===== src/rtl/cmp_branch_resolver_if.sv =====
// Bus between the control unit / CMP16bit side and the branch resolver.
// The master side issues compares, supplies the compare result and raises
// branch requests. The slave side (the resolver) answers with ack/taken/err.
interface cmp_branch_resolver_if #(
    parameter int WIDTH = 16
);
    logic             cmp_issue;
    logic [WIDTH-1:0] cmp_op1;
    logic [WIDTH-1:0] cmp_op2;
    logic [WIDTH-1:0] cmp_result;
    logic             br_req;
    logic [3:0]       br_cond;
    logic             br_ack;
    logic             br_taken;
    logic             cond_err;

    modport master (
        output cmp_issue,
        output cmp_op1,
        output cmp_op2,
        output cmp_result,
        output br_req,
        output br_cond,
        input  br_ack,
        input  br_taken,
        input  cond_err
    );

    modport slave (
        input  cmp_issue,
        input  cmp_op1,
        input  cmp_op2,
        input  cmp_result,
        input  br_req,
        input  br_cond,
        output br_ack,
        output br_taken,
        output cond_err
    );
endinterface


===== src/rtl/cmp_branch_resolver.sv =====
// Branch resolver sitting behind the CMP16bit compare unit.
// Tracks in-flight compares with their operands, turns each completing
// compare result into Z/N/C/V flags, and answers branch-condition requests
// once no compare is still in flight, so a branch always sees the newest flags.
module cmp_branch_resolver #(
    parameter int WIDTH   = 16,
    parameter int CMP_LAT = 1,
    parameter int CNT_W   = 16
) (
    input  logic                 clk,
    input  logic                 rst,
    cmp_branch_resolver_if.slave bus,
    output logic [3:0]           o_flags,
    output logic                 o_flags_valid,
    output logic                 o_busy,
    output logic [CNT_W-1:0]     o_taken_cnt
);

    localparam logic [3:0] COND_EQ  = 4'd0;
    localparam logic [3:0] COND_NE  = 4'd1;
    localparam logic [3:0] COND_LTU = 4'd2;
    localparam logic [3:0] COND_GEU = 4'd3;
    localparam logic [3:0] COND_LT  = 4'd4;
    localparam logic [3:0] COND_GE  = 4'd5;
    localparam logic [3:0] COND_GT  = 4'd6;
    localparam logic [3:0] COND_LE  = 4'd7;
    localparam logic [3:0] COND_GTU = 4'd8;
    localparam logic [3:0] COND_LEU = 4'd9;
    localparam logic [3:0] COND_AL  = 4'd10;

    typedef enum logic [1:0] {
        S_IDLE = 2'd0,
        S_WAIT = 2'd1,
        S_ACK  = 2'd2
    } state_t;

    state_t           r_state;
    state_t           w_nextState;

    logic [CMP_LAT-1:0] r_pipeValid;
    logic [WIDTH-1:0]   r_pipeOp1 [CMP_LAT];
    logic [WIDTH-1:0]   r_pipeOp2 [CMP_LAT];

    logic [3:0]         r_flags;
    logic               r_flagsValid;
    logic [CNT_W-1:0]   r_takenCnt;

    logic               w_tailValid;
    logic [WIDTH-1:0]   w_tailOp1;
    logic [WIDTH-1:0]   w_tailOp2;
    logic [3:0]         w_newFlags;
    logic               w_upstreamBusy;
    logic               w_drainNext;
    logic               w_condTaken;
    logic               w_condErr;
    logic               w_ack;
    logic               w_taken;
    logic               w_err;
    logic               w_flagZ;
    logic               w_flagN;
    logic               w_flagC;
    logic               w_flagV;
    logic               w_signedLess;

    assign w_tailValid = r_pipeValid[CMP_LAT-1];
    assign w_tailOp1   = r_pipeOp1[CMP_LAT-1];
    assign w_tailOp2   = r_pipeOp2[CMP_LAT-1];

    // Operand pipeline: one slot per cycle of CMP latency, the tail lines up with cmp_result.
    always_ff @(posedge clk) begin
        if (!rst) begin
            r_pipeValid <= '0;
            for (int i = 0; i < CMP_LAT; i++) begin
                r_pipeOp1[i] <= '0;
                r_pipeOp2[i] <= '0;
            end
        end else begin
            r_pipeValid[0] <= bus.cmp_issue;
            r_pipeOp1[0]   <= bus.cmp_op1;
            r_pipeOp2[0]   <= bus.cmp_op2;
            for (int i = 1; i < CMP_LAT; i++) begin
                r_pipeValid[i] <= r_pipeValid[i-1];
                r_pipeOp1[i]   <= r_pipeOp1[i-1];
                r_pipeOp2[i]   <= r_pipeOp2[i-1];
            end
        end
    end

    // Flags for the compare completing this cycle; carry and overflow need the original operands.
    always_comb begin
        w_newFlags    = '0;
        w_newFlags[3] = (bus.cmp_result == '0);
        w_newFlags[2] = bus.cmp_result[WIDTH-1];
        w_newFlags[1] = (w_tailOp1 < w_tailOp2);
        w_newFlags[0] = (w_tailOp1[WIDTH-1] ^ w_tailOp2[WIDTH-1]) &
                        (w_tailOp1[WIDTH-1] ^ bus.cmp_result[WIDTH-1]);
    end

    // Flags register: the most recently completing compare always overwrites it.
    always_ff @(posedge clk) begin
        if (!rst) begin
            r_flags      <= '0;
            r_flagsValid <= 1'b0;
        end else if (w_tailValid) begin
            r_flags      <= w_newFlags;
            r_flagsValid <= 1'b1;
        end
    end

    // The pipeline is empty after this edge when only the tail (if anything) is occupied
    // and nothing new is issued; the tail's flags land on that same edge.
    always_comb begin
        w_upstreamBusy = 1'b0;
        for (int i = 0; i < CMP_LAT - 1; i++) begin
            w_upstreamBusy = w_upstreamBusy | r_pipeValid[i];
        end
        w_drainNext = !w_upstreamBusy && !bus.cmp_issue;
    end

    // Condition evaluation against the registered flags; codes above AL are reserved.
    always_comb begin
        w_flagZ      = r_flags[3];
        w_flagN      = r_flags[2];
        w_flagC      = r_flags[1];
        w_flagV      = r_flags[0];
        w_signedLess = w_flagN ^ w_flagV;
        w_condTaken  = 1'b0;
        w_condErr    = 1'b0;
        case (bus.br_cond)
            COND_EQ:  w_condTaken = w_flagZ;
            COND_NE:  w_condTaken = !w_flagZ;
            COND_LTU: w_condTaken = w_flagC;
            COND_GEU: w_condTaken = !w_flagC;
            COND_LT:  w_condTaken = w_signedLess;
            COND_GE:  w_condTaken = !w_signedLess;
            COND_GT:  w_condTaken = !w_flagZ && !w_signedLess;
            COND_LE:  w_condTaken = w_flagZ || w_signedLess;
            COND_GTU: w_condTaken = !w_flagC && !w_flagZ;
            COND_LEU: w_condTaken = w_flagC || w_flagZ;
            COND_AL:  w_condTaken = 1'b1;
            default:  w_condErr   = 1'b1;
        endcase
    end

    // Handshake state register.
    always_ff @(posedge clk) begin
        if (!rst) begin
            r_state <= S_IDLE;
        end else begin
            r_state <= w_nextState;
        end
    end

    // Handshake next state and ack outputs; a request waits until no compare is in flight.
    always_comb begin
        w_nextState = r_state;
        w_ack       = 1'b0;
        w_taken     = 1'b0;
        w_err       = 1'b0;
        case (r_state)
            S_IDLE: begin
                if (bus.br_req) begin
                    w_nextState = w_drainNext ? S_ACK : S_WAIT;
                end
            end
            S_WAIT: begin
                if (w_drainNext) begin
                    w_nextState = S_ACK;
                end
            end
            S_ACK: begin
                w_ack       = 1'b1;
                w_taken     = w_condTaken;
                w_err       = w_condErr;
                w_nextState = S_IDLE;
            end
            default: begin
                w_nextState = S_IDLE;
            end
        endcase
    end

    // Taken-branch counter, free-running with natural wrap.
    always_ff @(posedge clk) begin
        if (!rst) begin
            r_takenCnt <= '0;
        end else if (w_ack && w_taken) begin
            r_takenCnt <= r_takenCnt + CNT_W'(1);
        end
    end

    assign bus.br_ack    = w_ack;
    assign bus.br_taken  = w_taken;
    assign bus.cond_err  = w_err;
    assign o_flags       = r_flags;
    assign o_flags_valid = r_flagsValid;
    assign o_busy        = |r_pipeValid;
    assign o_taken_cnt   = r_takenCnt;

endmodule


===== src/flat_wrapper.sv =====
// flat-port wrapper written by rule: the top's interface ports become plain ports
module cmp_branch_resolver_flat 
#(
    parameter int WIDTH   = 16,
    parameter int CMP_LAT = 1,
    parameter int CNT_W   = 16
)
  (clk, rst, o_flags, o_flags_valid, o_busy, o_taken_cnt, bus_cmp_issue, bus_cmp_op1, bus_cmp_op2, bus_cmp_result, bus_br_req, bus_br_cond, bus_br_ack, bus_br_taken, bus_cond_err);
  cmp_branch_resolver_if #(.WIDTH(WIDTH)) bus_i ();
  input  logic clk;
  input  logic rst;
  output logic [3:0] o_flags;
  output logic o_flags_valid;
  output logic o_busy;
  output logic [CNT_W-1:0] o_taken_cnt;
  input wire logic [$bits(bus_i.cmp_issue)-1:0] bus_cmp_issue;
  input wire logic [$bits(bus_i.cmp_op1)-1:0] bus_cmp_op1;
  input wire logic [$bits(bus_i.cmp_op2)-1:0] bus_cmp_op2;
  input wire logic [$bits(bus_i.cmp_result)-1:0] bus_cmp_result;
  input wire logic [$bits(bus_i.br_req)-1:0] bus_br_req;
  input wire logic [$bits(bus_i.br_cond)-1:0] bus_br_cond;
  output wire logic [$bits(bus_i.br_ack)-1:0] bus_br_ack;
  output wire logic [$bits(bus_i.br_taken)-1:0] bus_br_taken;
  output wire logic [$bits(bus_i.cond_err)-1:0] bus_cond_err;
  assign bus_i.cmp_issue = bus_cmp_issue;
  assign bus_i.cmp_op1 = bus_cmp_op1;
  assign bus_i.cmp_op2 = bus_cmp_op2;
  assign bus_i.cmp_result = bus_cmp_result;
  assign bus_i.br_req = bus_br_req;
  assign bus_i.br_cond = bus_br_cond;
  assign bus_br_ack = bus_i.br_ack;
  assign bus_br_taken = bus_i.br_taken;
  assign bus_cond_err = bus_i.cond_err;
  cmp_branch_resolver #(.WIDTH(WIDTH), .CMP_LAT(CMP_LAT), .CNT_W(CNT_W)) u_core (.clk(clk), .rst(rst), .bus(bus_i), .o_flags(o_flags), .o_flags_valid(o_flags_valid), .o_busy(o_busy), .o_taken_cnt(o_taken_cnt));
endmodule

===== config.mk =====
export PLATFORM = sky130hd
export DESIGN_NAME = cmp_branch_resolver_flat
export DESIGN_NICKNAME = d
export VERILOG_FILES = /design/src/rtl/cmp_branch_resolver_if.sv /design/src/rtl/cmp_branch_resolver.sv /design/src/flat_wrapper.sv
export SDC_FILE = /design/constraint.sdc
export NUM_CORES = 1
export LEC_CHECK = 0
export ABC_AREA = 1
export CELL_PAD_IN_SITES_DETAIL_PLACEMENT = 1
export CELL_PAD_IN_SITES_GLOBAL_PLACEMENT = 2
export CORE_MARGIN = 4
export CORE_UTILIZATION = 27
export CTS_CLUSTER_SIZE = 10
export DETAILED_ROUTE_END_ITERATION = 6
export GPL_TIMING_DRIVEN = 0
export PLACE_DENSITY = 0.94
export SYNTH_ARGS = -nofsm -noshare
export SYNTH_HDL_FRONTEND = slang
export SYNTH_SLANG_ARGS = --single-unit

===== constraint.sdc =====
create_clock -name clk -period 3.4 [get_ports clk]
set_input_delay 0.34 -clock clk [delete_from_list [all_inputs] [get_ports clk]]
set_output_delay 0.34 -clock clk [all_outputs]
set_load 0.02 [all_outputs]

==> flow_metrics.py, run 1 <==
metrics = {
    "synthesis": {
        "ys_seq_area_share_pct": 41.33,
        "async_flop_share_pct": 0,
        "yosysWarnings": 0,
        "synth_flop_cell": "dfxtp_1",
        "syn-num-nets": 448,
        "syn_area_per_cell_um2": 7.214,
        "synth_cells": 376,
        "yosys-top-cells-area": "dfxtp_1, nand2_1, inv_1",
        "synth_most_common_cell": "nand2_1",
        "yosys.area.top_type_share_pct": 41.33,
        "synthDominantAreaCellType": "dfxtp_1",
        "ys_types": 30,
        "ys_ff_latch": 56,
        "ys_top_cells_by_count": "nand2_1, inv_1, dfxtp_1, nor2_1, nand3_1",
        "syn_area_mm2": 0.002713,
        "synth-edff-count": 0,
    },
    "placed_design": {
        "io_buffers": 79,
        "dp_hpwl_um": 5779,
        "dpl_worst_slack_ns": 0.7491,
        "globalplace.congestion": 0.7997,
    },
    "clocking": {
        "clockRootBuffer": "clkbuf_8",
        "cts_resized": 0,
        "clk_pin_slew_ns": 0.11,
        "cts_tree": "done",
        "numCtsBuffers": 5,
        "clk_path_buf_depth": 2,
        "cts_setup_buffers": 0,
        "cts.htree.levels": 2,
        "cts_sinks": 56,
        "ctsHoldBuffers": 0,
        "clk_latency_ns": 0.31,
    },
    "layout": {
        "antenna_cells": 0,
        "drive_gt1_share_pct": 5.184,
        "synthToLayoutAreaGrowth_pct": 38.79,
        "fill_cells": 1233,
        "nets": 534,
    },
    "critical_path": {
        "worstSetupEndpointType": "output pin",
        "critPathRequiredTime_ns": 3.06,
        "cp-start-kind": "primary input",
        "crit_type": "primary input to output pin",
        "path_max_fanout": 8,
        "cp_data_arrival_time_ns": 2.31,
    },
    "floorplan": {
        "dieHeight_um": 108.2,
        "core_region_area_mm2": 0.009774,
        "ioPinCount": 81,
        "die_area_mm2": 0.01171,
        "die_x_um": 108.2,
        "start_util_pct": 27.75,
        "rows": 36,
    },
    "routing": {
        "firstDrtPassIters": 3,
        "drtIter0Drc": 39,
        "antenna_left": 0,
        "wirelength_um": 6901,
        "wl_per_cell_um": 11.58,
        "drt-vias-per-instance": 4.225,
        "vias": 2518,
        "drc": 0,
    },
    "global_routing": {
        "grt_util_all_layers_pct": 12.42,
        "grt_pass1_vias": 2620,
        "grt_pass1_wl_um": 11740,
        "antenna_found_initial": 0,
        "grt_max_degree": 20,
        "grt_overflow_total": 0,
    },
    "pwr": {
        "power_density_mw_per_mm2": 340.4,
        "finalPower_mw": 1.281,
        "ir_drop_uv": 136.2,
        "p_leak_nw": 1.730,
    },
    "sta": {
        "period_needed_ns": 2.647,
        "tightestPinTransition_ns": 0.4755,
        "slew_headroom_pct": 68.27,
        "setup_viol": 0,
        "setup_tns_ns": 0,
        "finalCritPeriodShare_pct": 77.85,
        "fin_ws_ns": 0.7531,
        "finalClockSkew_ns": 0.01206,
        "rsz0062_at_grt": "false",
        "max_freq_ghz": 0.3778,
        "final_max_slew_viol_count": 0,
        "hold_viol_final": 0,
    },
    "run": {
        "drv_cap": 0,
    },
    "worst_hold_path": {
        "hp-class": "primary input to flip-flop",
    },
    "status": {
        "status": "complete, no violations",
    },
}
[worst max-delay path: stages]
cell	delay [ns]
clkdlybuf4s50_1	0.55
inv_1	0.07
nand2_1	0.09
nand2_1	0.06
nand2_1	0.06
nand2_1	0.05
nand2_1	0.07
nand2_2	0.06
nand2_4	0.11
nand2_4	0.09
inv_1	0.13
clkdlybuf4s50_1	0.62
[layer usage]
layer  track usage (%)  routed length, um  vias up
met5                 0                  0        -
met4             3.336                 72        0
met3             2.687                345        6
met2             22.74               3579       49
met1             14.58               2903     1135
li1                  -                  -     1328
[metrics by stage]
step	instance area [um2]	hold WS, ns	cells	utilization, %
finish	3765	0.3483	596	38.52
global route	3765	0.3506	596	38.52
CTS	3765	0.3351	596	38.52
detailed placement	3670	0.4549	588	37.54
global placement	3670	0.4370	588	37.54
floorplan	2713	0.4187	376	-
[where the power goes]
group	internal [mW]	switching, mW	leakage (nW)	total (mW)
Sequential	0.682	0.0120	0.461	0.694
Combinational	0.109	0.0987	1.22	0.208
Clock	0.151	0.229	0.0487	0.380
[cell usage in the layout, fill, tap and decap left out, types with 3 or more instances in the layout]
master           count
xnor2_1              5
clkbuf_8             6
nor4_1               3
ha_1                16
nand3_1             28
a21oi_1             21
dfxtp_1             56
nor2_1              29
nand2_2              3
xor2_1               7
clkdlybuf4s50_1     79
nor3_1               9
nand4_1              3
buf_1                3
o21ai_0              4
inv_1               72
nand2_1             99
[cells by family (layout without fill, tap and decap cells)]
kind of cell,after synthesis,count (layout),share of synthesized area [%]
xor gates and xnor gates,12,12,3.875
and+or+nand+nor,181,181,28.92
buffers and inverters,82,169,12.73
adders and majority gates,16,16,7.380
AOI/OAI and AO/OA,29,29,5.766
DFF,56,56,41.33
[final cells by class]
class	instances	area, um2	share of cell area (%)
Buffer	8	67.56	1.795
Clock buffer	5	68.82	1.828
Clock inverter	3	26.28	0.6979
Inverter	74	277.8	7.378
Multi-Input combinational cell	238	1246	33.10
Sequential cell	56	1121	29.78
Tap cell	133	166.4	4.420
Timing Repair Buffer	79	790.8	21.00
[flip-flops by register name (all words and copies together), names as in the netlist]
name and flops:
u_core.r_state 2, u_core.o_flags_valid 1, u_core.r_pipeOp2 16, u_core.o_flags 4, u_core.o_taken_cnt 16, u_core.o_busy 1
u_core.r_pipeOp1 16
[worst paths after layout]
check,startpoint,endpoint,slack [ns],cells past startpoint
worst max register to register,u_core.o_taken_cnt[0],u_core.o_taken_cnt[14],1.72,7
worst max-delay path,bus_br_cond[3],bus_br_taken,0.75,12
worst min-delay path,rst,u_core.r_pipeOp1[0][15],0.35,3
worst min register to register,u_core.r_state[1],u_core.r_state[0],0.46,1
Note: power is estimated with default switching activity, not from simulation.
==> run 2, diff against run 1 <==
CORE_UTILIZATION = 25   (was 27)
PLACE_DENSITY = 0.88   (was 0.94)
clock period = 2.7 ns   (was 3.4 ns; I/O delays follow)
==> flow_metrics.py, run 2 (synthesis gave the netlist of run 1 again) <==
metrics = {
    "clocking": {
        "clk_pin_slew_ns": 0.11,
        "clk_latency_ns": 0.31,
        "cts.htree.levels": 2,
        "clk_path_buf_depth": 2,
        "cts_setup_buffers": 0,
        "clockRootBuffer": "clkbuf_8",
        "cts_tree": "done",
        "cts_sinks": 56,
        "numCtsBuffers": 5,
        "cts_resized": 0,
        "ctsHoldBuffers": 0,
    },
    "sta": {
        "final_max_slew_viol_count": 0,
        "rsz0062_at_grt": "false",
        "slew_headroom_pct": 68.49,
        "setup_tns_ns": 0,
        "setup_viol": 0,
        "hold-worst-slack_ns": 0.2724,
        "period_needed_ns": 2.504,
        "finalCritPeriodShare_pct": 92.74,
        "tightestPinTransition_ns": 0.4721,
        "max_freq_ghz": 0.3994,
        "hold_viol_final": 0,
        "finalClockSkew_ns": 0.01369,
    },
    "placed_design": {
        "globalplace.congestion": 0.8364,
        "io_buffers": 79,
        "place_area_mm2": 0.003674,
        "dp_hpwl_um": 5685,
    },
    "pwr": {
        "power_frac_seq_pct": 53.7,
        "intPower_mw": 1.187,
        "netSwitchingPower_uw": 439.6,
        "power_density_mw_per_mm2": 431.6,
        "pwr-share-comb_pct": 16.2,
        "ir_drop_uv": 214.2,
        "swShare_pct": 27.02,
        "finalPower_mw": 1.627,
        "p_leak_nw": 1.727,
        "clockPowerShare_pct": 30.1,
    },
    "layout": {
        "register_area_mm2": 0.001121,
        "fin_area_mm2": 0.003770,
        "nets": 534,
        "fill_cells": 1301,
        "synthToLayoutAreaGrowth_pct": 38.98,
        "final_cell_mix": "nand2_1, clkdlybuf4s50_1, inv_1, dfxtp_1, nor2_1",
        "antenna_cells": 0,
        "final_common_cell": "nand2_1",
        "drive_gt1_share_pct": 5.184,
        "multi_input_area_mm2": 0.001246,
    },
    "routing": {
        "antenna_left": 0,
        "drt-vias-per-instance": 4.225,
        "drc": 0,
        "wl_per_cell_um": 11.68,
        "firstDrtPassIters": 4,
        "drtIter0Drc": 96,
        "vias": 2531,
        "wirelength_um": 6996,
    },
    "global_routing": {
        "antenna_found_initial": 0,
        "grt_overflow_total": 0,
        "grt_pass1_vias": 2658,
        "grt_max_degree": 20,
        "busiest_layer": "met2",
        "use_met2_pct": 20.78,
        "grt_util_met1_pct": 14.15,
        "grt_pass1_wl_um": 12210,
        "grt_util_all_layers_pct": 11.50,
        "gr-usage-met3_pct": 2.426,
    },
    "critical_path": {
        "worst_r2r_endpoint": "u_core.o_taken_cnt[14]",
        "critPathRequiredTime_ns": 2.43,
        "cp-start-kind": "primary input",
        "r2r_cells": 7,
        "r2r_slack_ns": 1.03,
        "startpoint": "bus_br_cond[3]",
        "worstSetupEndpointType": "output pin",
        "r2r_start": "u_core.o_taken_cnt[0]",
        "cp_data_arrival_time_ns": 2.23,
        "crit_type": "primary input to output pin",
        "path_max_fanout": 8,
    },
    "floorplan": {
        "rows": 37,
        "die_x_um": 112.2,
        "core_region_area_mm2": 0.01046,
        "start_util_pct": 25.93,
        "ioPinCount": 81,
        "die_area_mm2": 0.01258,
        "dieHeight_um": 112.2,
    },
    "run": {
        "drv_cap": 0,
    },
    "worst_hold_path": {
        "hold_path_depth": 3,
        "hp-class": "primary input to flip-flop",
        "hold_end": "u_core.r_pipeOp1[0][15]",
        "min_from": "rst",
    },
    "status": {
        "status": "complete, no violations",
    },
}
run 2: cell count changes in the layout (fill, tap and decap cells not counted):
cell	delta
clkinv_4	-1
clkinvlp_4	+1
inv_6	-1
inv_8	+1
run 2: area by class of cell:
cell class	instances	area share, %
buffer	8	1.792
multi-input combinational	238	33.06
clock buffer	5	1.825
sequential	56	29.74
clock inverter	3	0.7302
timing repair buffer	79	20.98
tap	136	4.514
inverter	74	7.368
run 2: through the flow:
step / setup slack [ns] / instances / utilization, %
floorplan: 0.9253 / 376 / -
global placement: 0.2148 / 591 / 35.11
detailed placement: 0.1839 / 591 / 35.11
CTS: 0.1742 / 599 / 36.03
global route: 0.002327 / 599 / 36.03
finish: 0.1960 / 599 / 36.03
run 2: worst max path at each step:
stage / endpoint / slack (ns)
after global placement: bus_br_taken / 0.21
after floorplan: bus_cond_err / 0.93
after global routing: bus_br_taken / 0.002
final: bus_br_taken / 0.20
after CTS: bus_br_taken / 0.17
after detailed placement: bus_br_taken / 0.18
run 2: power groups by stage:
| stage | logic [mW] | clock network [mW] | registers (mW) |
|---|---|---|---|
| after global routing | 0.300 | 0.555 | 0.879 |
| after global placement | 0.261 | 0 | 0.892 |
| after detailed placement | 0.267 | 0 | 0.893 |
| final | 0.263 | 0.490 | 0.874 |
| after floorplan | 0.127 | 0 | 0.896 |
| after CTS | 0.269 | 0.516 | 0.874 |
run 2: routing by layer:
layer | up-vias | wire (um)
met5 | - | 0
met3 | 2 | 321
met2 | 51 | 3461
met4 | 0 | 29
li1 | 1331 | -
met1 | 1147 | 3183
run 2: worst max-delay path: stages:
cell,delay [ns]
clkdlybuf4s50_1,0.54
inv_1,0.08
nand2_1,0.09
nand2_1,0.05
nand2_1,0.06
nand2_1,0.04
nand2_1,0.07
nand2_2,0.06
nand2_4,0.12
nand2_4,0.09
inv_1,0.14
clkdlybuf4s50_1,0.62
==> run 3, diff against run 2 <==
REMOVE_ABC_BUFFERS = 1   (was default)
==> flow_metrics.py, run 3 (synthesis gave the netlist of run 1 again) <==
metrics = {
    "status": {
        "status": "complete, no violations",
    },
    "clocking": {
        "clockRootBuffer": "clkbuf_8",
        "cts_resized": 2,
        "cts_sinks": 56,
        "clk_latency_ns": 0.32,
        "clk_pin_slew_ns": 0.11,
        "numCtsBuffers": 5,
        "clk_path_buf_depth": 2,
        "cts.htree.levels": 2,
        "ctsHoldBuffers": 0,
        "cts_tree": "done",
        "cts_setup_buffers": 0,
    },
    "critical_path": {
        "cp_data_arrival_time_ns": 2.22,
        "worst_r2r_endpoint": "u_core.o_taken_cnt[14]",
        "r2r_start": "u_core.o_taken_cnt[0]",
        "r2r_slack_ns": 0.88,
        "path_max_fanout": 17,
        "cp-start-kind": "primary input",
        "critPathRequiredTime_ns": 2.43,
        "r2r_cells": 7,
        "max_stage_delay_ns": 0.43,
        "crit_type": "primary input to output pin",
        "path_cells": "clkdlybuf4s50_1 -> inv_1 -> nand2_1 -> nor2_1 -> a21oi_2 -> nand2_1 -> nand2_2 -> nand2_4 -> nand2_4 -> inv_1 -> dlygate4sd2_1",
        "slowest_stage": "clkdlybuf4s50_1",
        "worstSetupEndpointType": "output pin",
    },
    "worst_hold_path": {
        "hold_end": "u_core.r_state[0]",
        "hold_path_depth": 1,
        "hp-class": "flip-flop to flip-flop",
        "min_from": "u_core.r_state[1]",
    },
    "sta": {
        "hold_viol_final": 0,
        "setup_viol": 0,
        "max_freq_ghz": 0.4010,
        "period_needed_ns": 2.494,
        "hold-worst-slack_ns": 0.4561,
        "final_max_slew_viol_count": 0,
        "finalClockSkew_ns": 0.02056,
        "slew_headroom_pct": 20.85,
        "setup_tns_ns": 0,
        "finalCritPeriodShare_pct": 92.35,
        "rsz0062_at_grt": "false",
        "tightestPinTransition_ns": 1.184,
        "fin_ws_ns": 0.2064,
    },
    "placed_design": {
        "io_buffers": 80,
        "dpl_worst_slack_ns": -0.3818,
        "dp_hpwl_um": 5460,
        "globalplace.congestion": 0.8558,
        "placed_cells_incl_taps": 584,
        "place_area_mm2": 0.003616,
    },
    "layout": {
        "antenna_cells": 0,
        "final_common_cell": "nand2_1",
        "synthToLayoutAreaGrowth_pct": 36.90,
        "drive_gt1_share_pct": 4.386,
        "final_cell_mix": "nand2_1, clkdlybuf4s50_1, inv_1, dfxtp_1, nor2_1",
        "stdcell_count": 592,
        "nets": 527,
        "fin_area_mm2": 0.003714,
        "multi_input_area_mm2": 0.001246,
        "fill_cells": 1336,
        "register_area_mm2": 0.001121,
    },
    "floorplan": {
        "rows": 37,
        "die_area_mm2": 0.01258,
        "ioPinCount": 81,
        "die_x_um": 112.2,
        "start_util_pct": 25.93,
        "dieHeight_um": 112.2,
        "core_region_area_mm2": 0.01046,
    },
    "routing": {
        "firstDrtPassIters": 4,
        "drt-vias-per-instance": 4.242,
        "drtIter0Drc": 65,
        "vias": 2511,
        "wl_per_cell_um": 11.53,
        "wirelength_um": 6824,
        "antenna_left": 0,
        "drc": 0,
    },
    "pwr": {
        "power_density_mw_per_mm2": 438.0,
        "ir_drop_uv": 248.6,
        "p_leak_nw": 1.709,
    },
    "global_routing": {
        "grt_max_degree": 38,
        "grt_util_all_layers_pct": 11.15,
        "grt_pass1_vias": 2628,
        "grt_overflow_total": 0,
        "grt_pass1_wl_um": 11920,
        "antenna_found_initial": 0,
    },
    "run": {
        "drv_cap": 0,
    },
}
==> run 3: cell count changes in the layout (fill, tap and decap cells not counted), sizes merged <==
cell	delta
dlygate4sd2	+1
clkinv	-1
clkinvlp	-1
clkbuf	-1
inv	+2
buf	-7
==> run 3: report_power, final <==
part	switching, mW	internal, mW
combinational	0.121	0.130
sequential	0.0158	0.859
clock	0.304	0.197
total	0.441	1.19
==> run 3: per-stage QoR <==
stage                     power, mW  utilization [%]
final                         1.626            35.49
after global routing          1.726            35.49
after CTS                     1.661            35.49
after detailed placement      1.150            34.56
after global placement        1.139            34.56
after floorplan               1.008                -
==> run 3: per-layer routing <==
layer	vias to the layer above	share of wire [%]	routed length (um)	track usage (%)
li1	1310	-	-	-
met1	1152	44	2977	13.45
met2	45	51	3502	20.54
met3	4	4.1	278	1.725
met4	0	0.95	65	2.885
met5	-	0	0	0
==> run 3: how the worst max path moves through the flow <==
stage                      start                end  slack, ns
2_1_floorplan  u_core.r_state[1]       bus_cond_err       0.93
3_3_place_gp                 rst  u_core.r_state[1]      -0.28
3_5_place_dp                 rst  u_core.r_state[1]      -0.38
4_1_cts           bus_br_cond[1]       bus_br_taken       0.21
5_1_grt                      rst  u_core.r_state[1]       0.01
6_report          bus_br_cond[1]       bus_br_taken       0.21
==> run 3: cell type report <==
type                    count  share of cell area, %
well taps                 136                  4.582
clock buffers               5                  1.853
repair buffers             80                  21.53
multi-input cells         238                  33.56
inverters                  74                  7.513
clock inverters             3                 0.7749
flip-flops and latches     56                  30.19
==> run 3: critical path: cells and delay by family <==
kind / cells / cell delay (ns)
AND/OR/NAND/NOR: 6 / 0.76
buffers and inverters: 4 / 1.11
AO/OA/AOI/OAI: 1 / 0.07
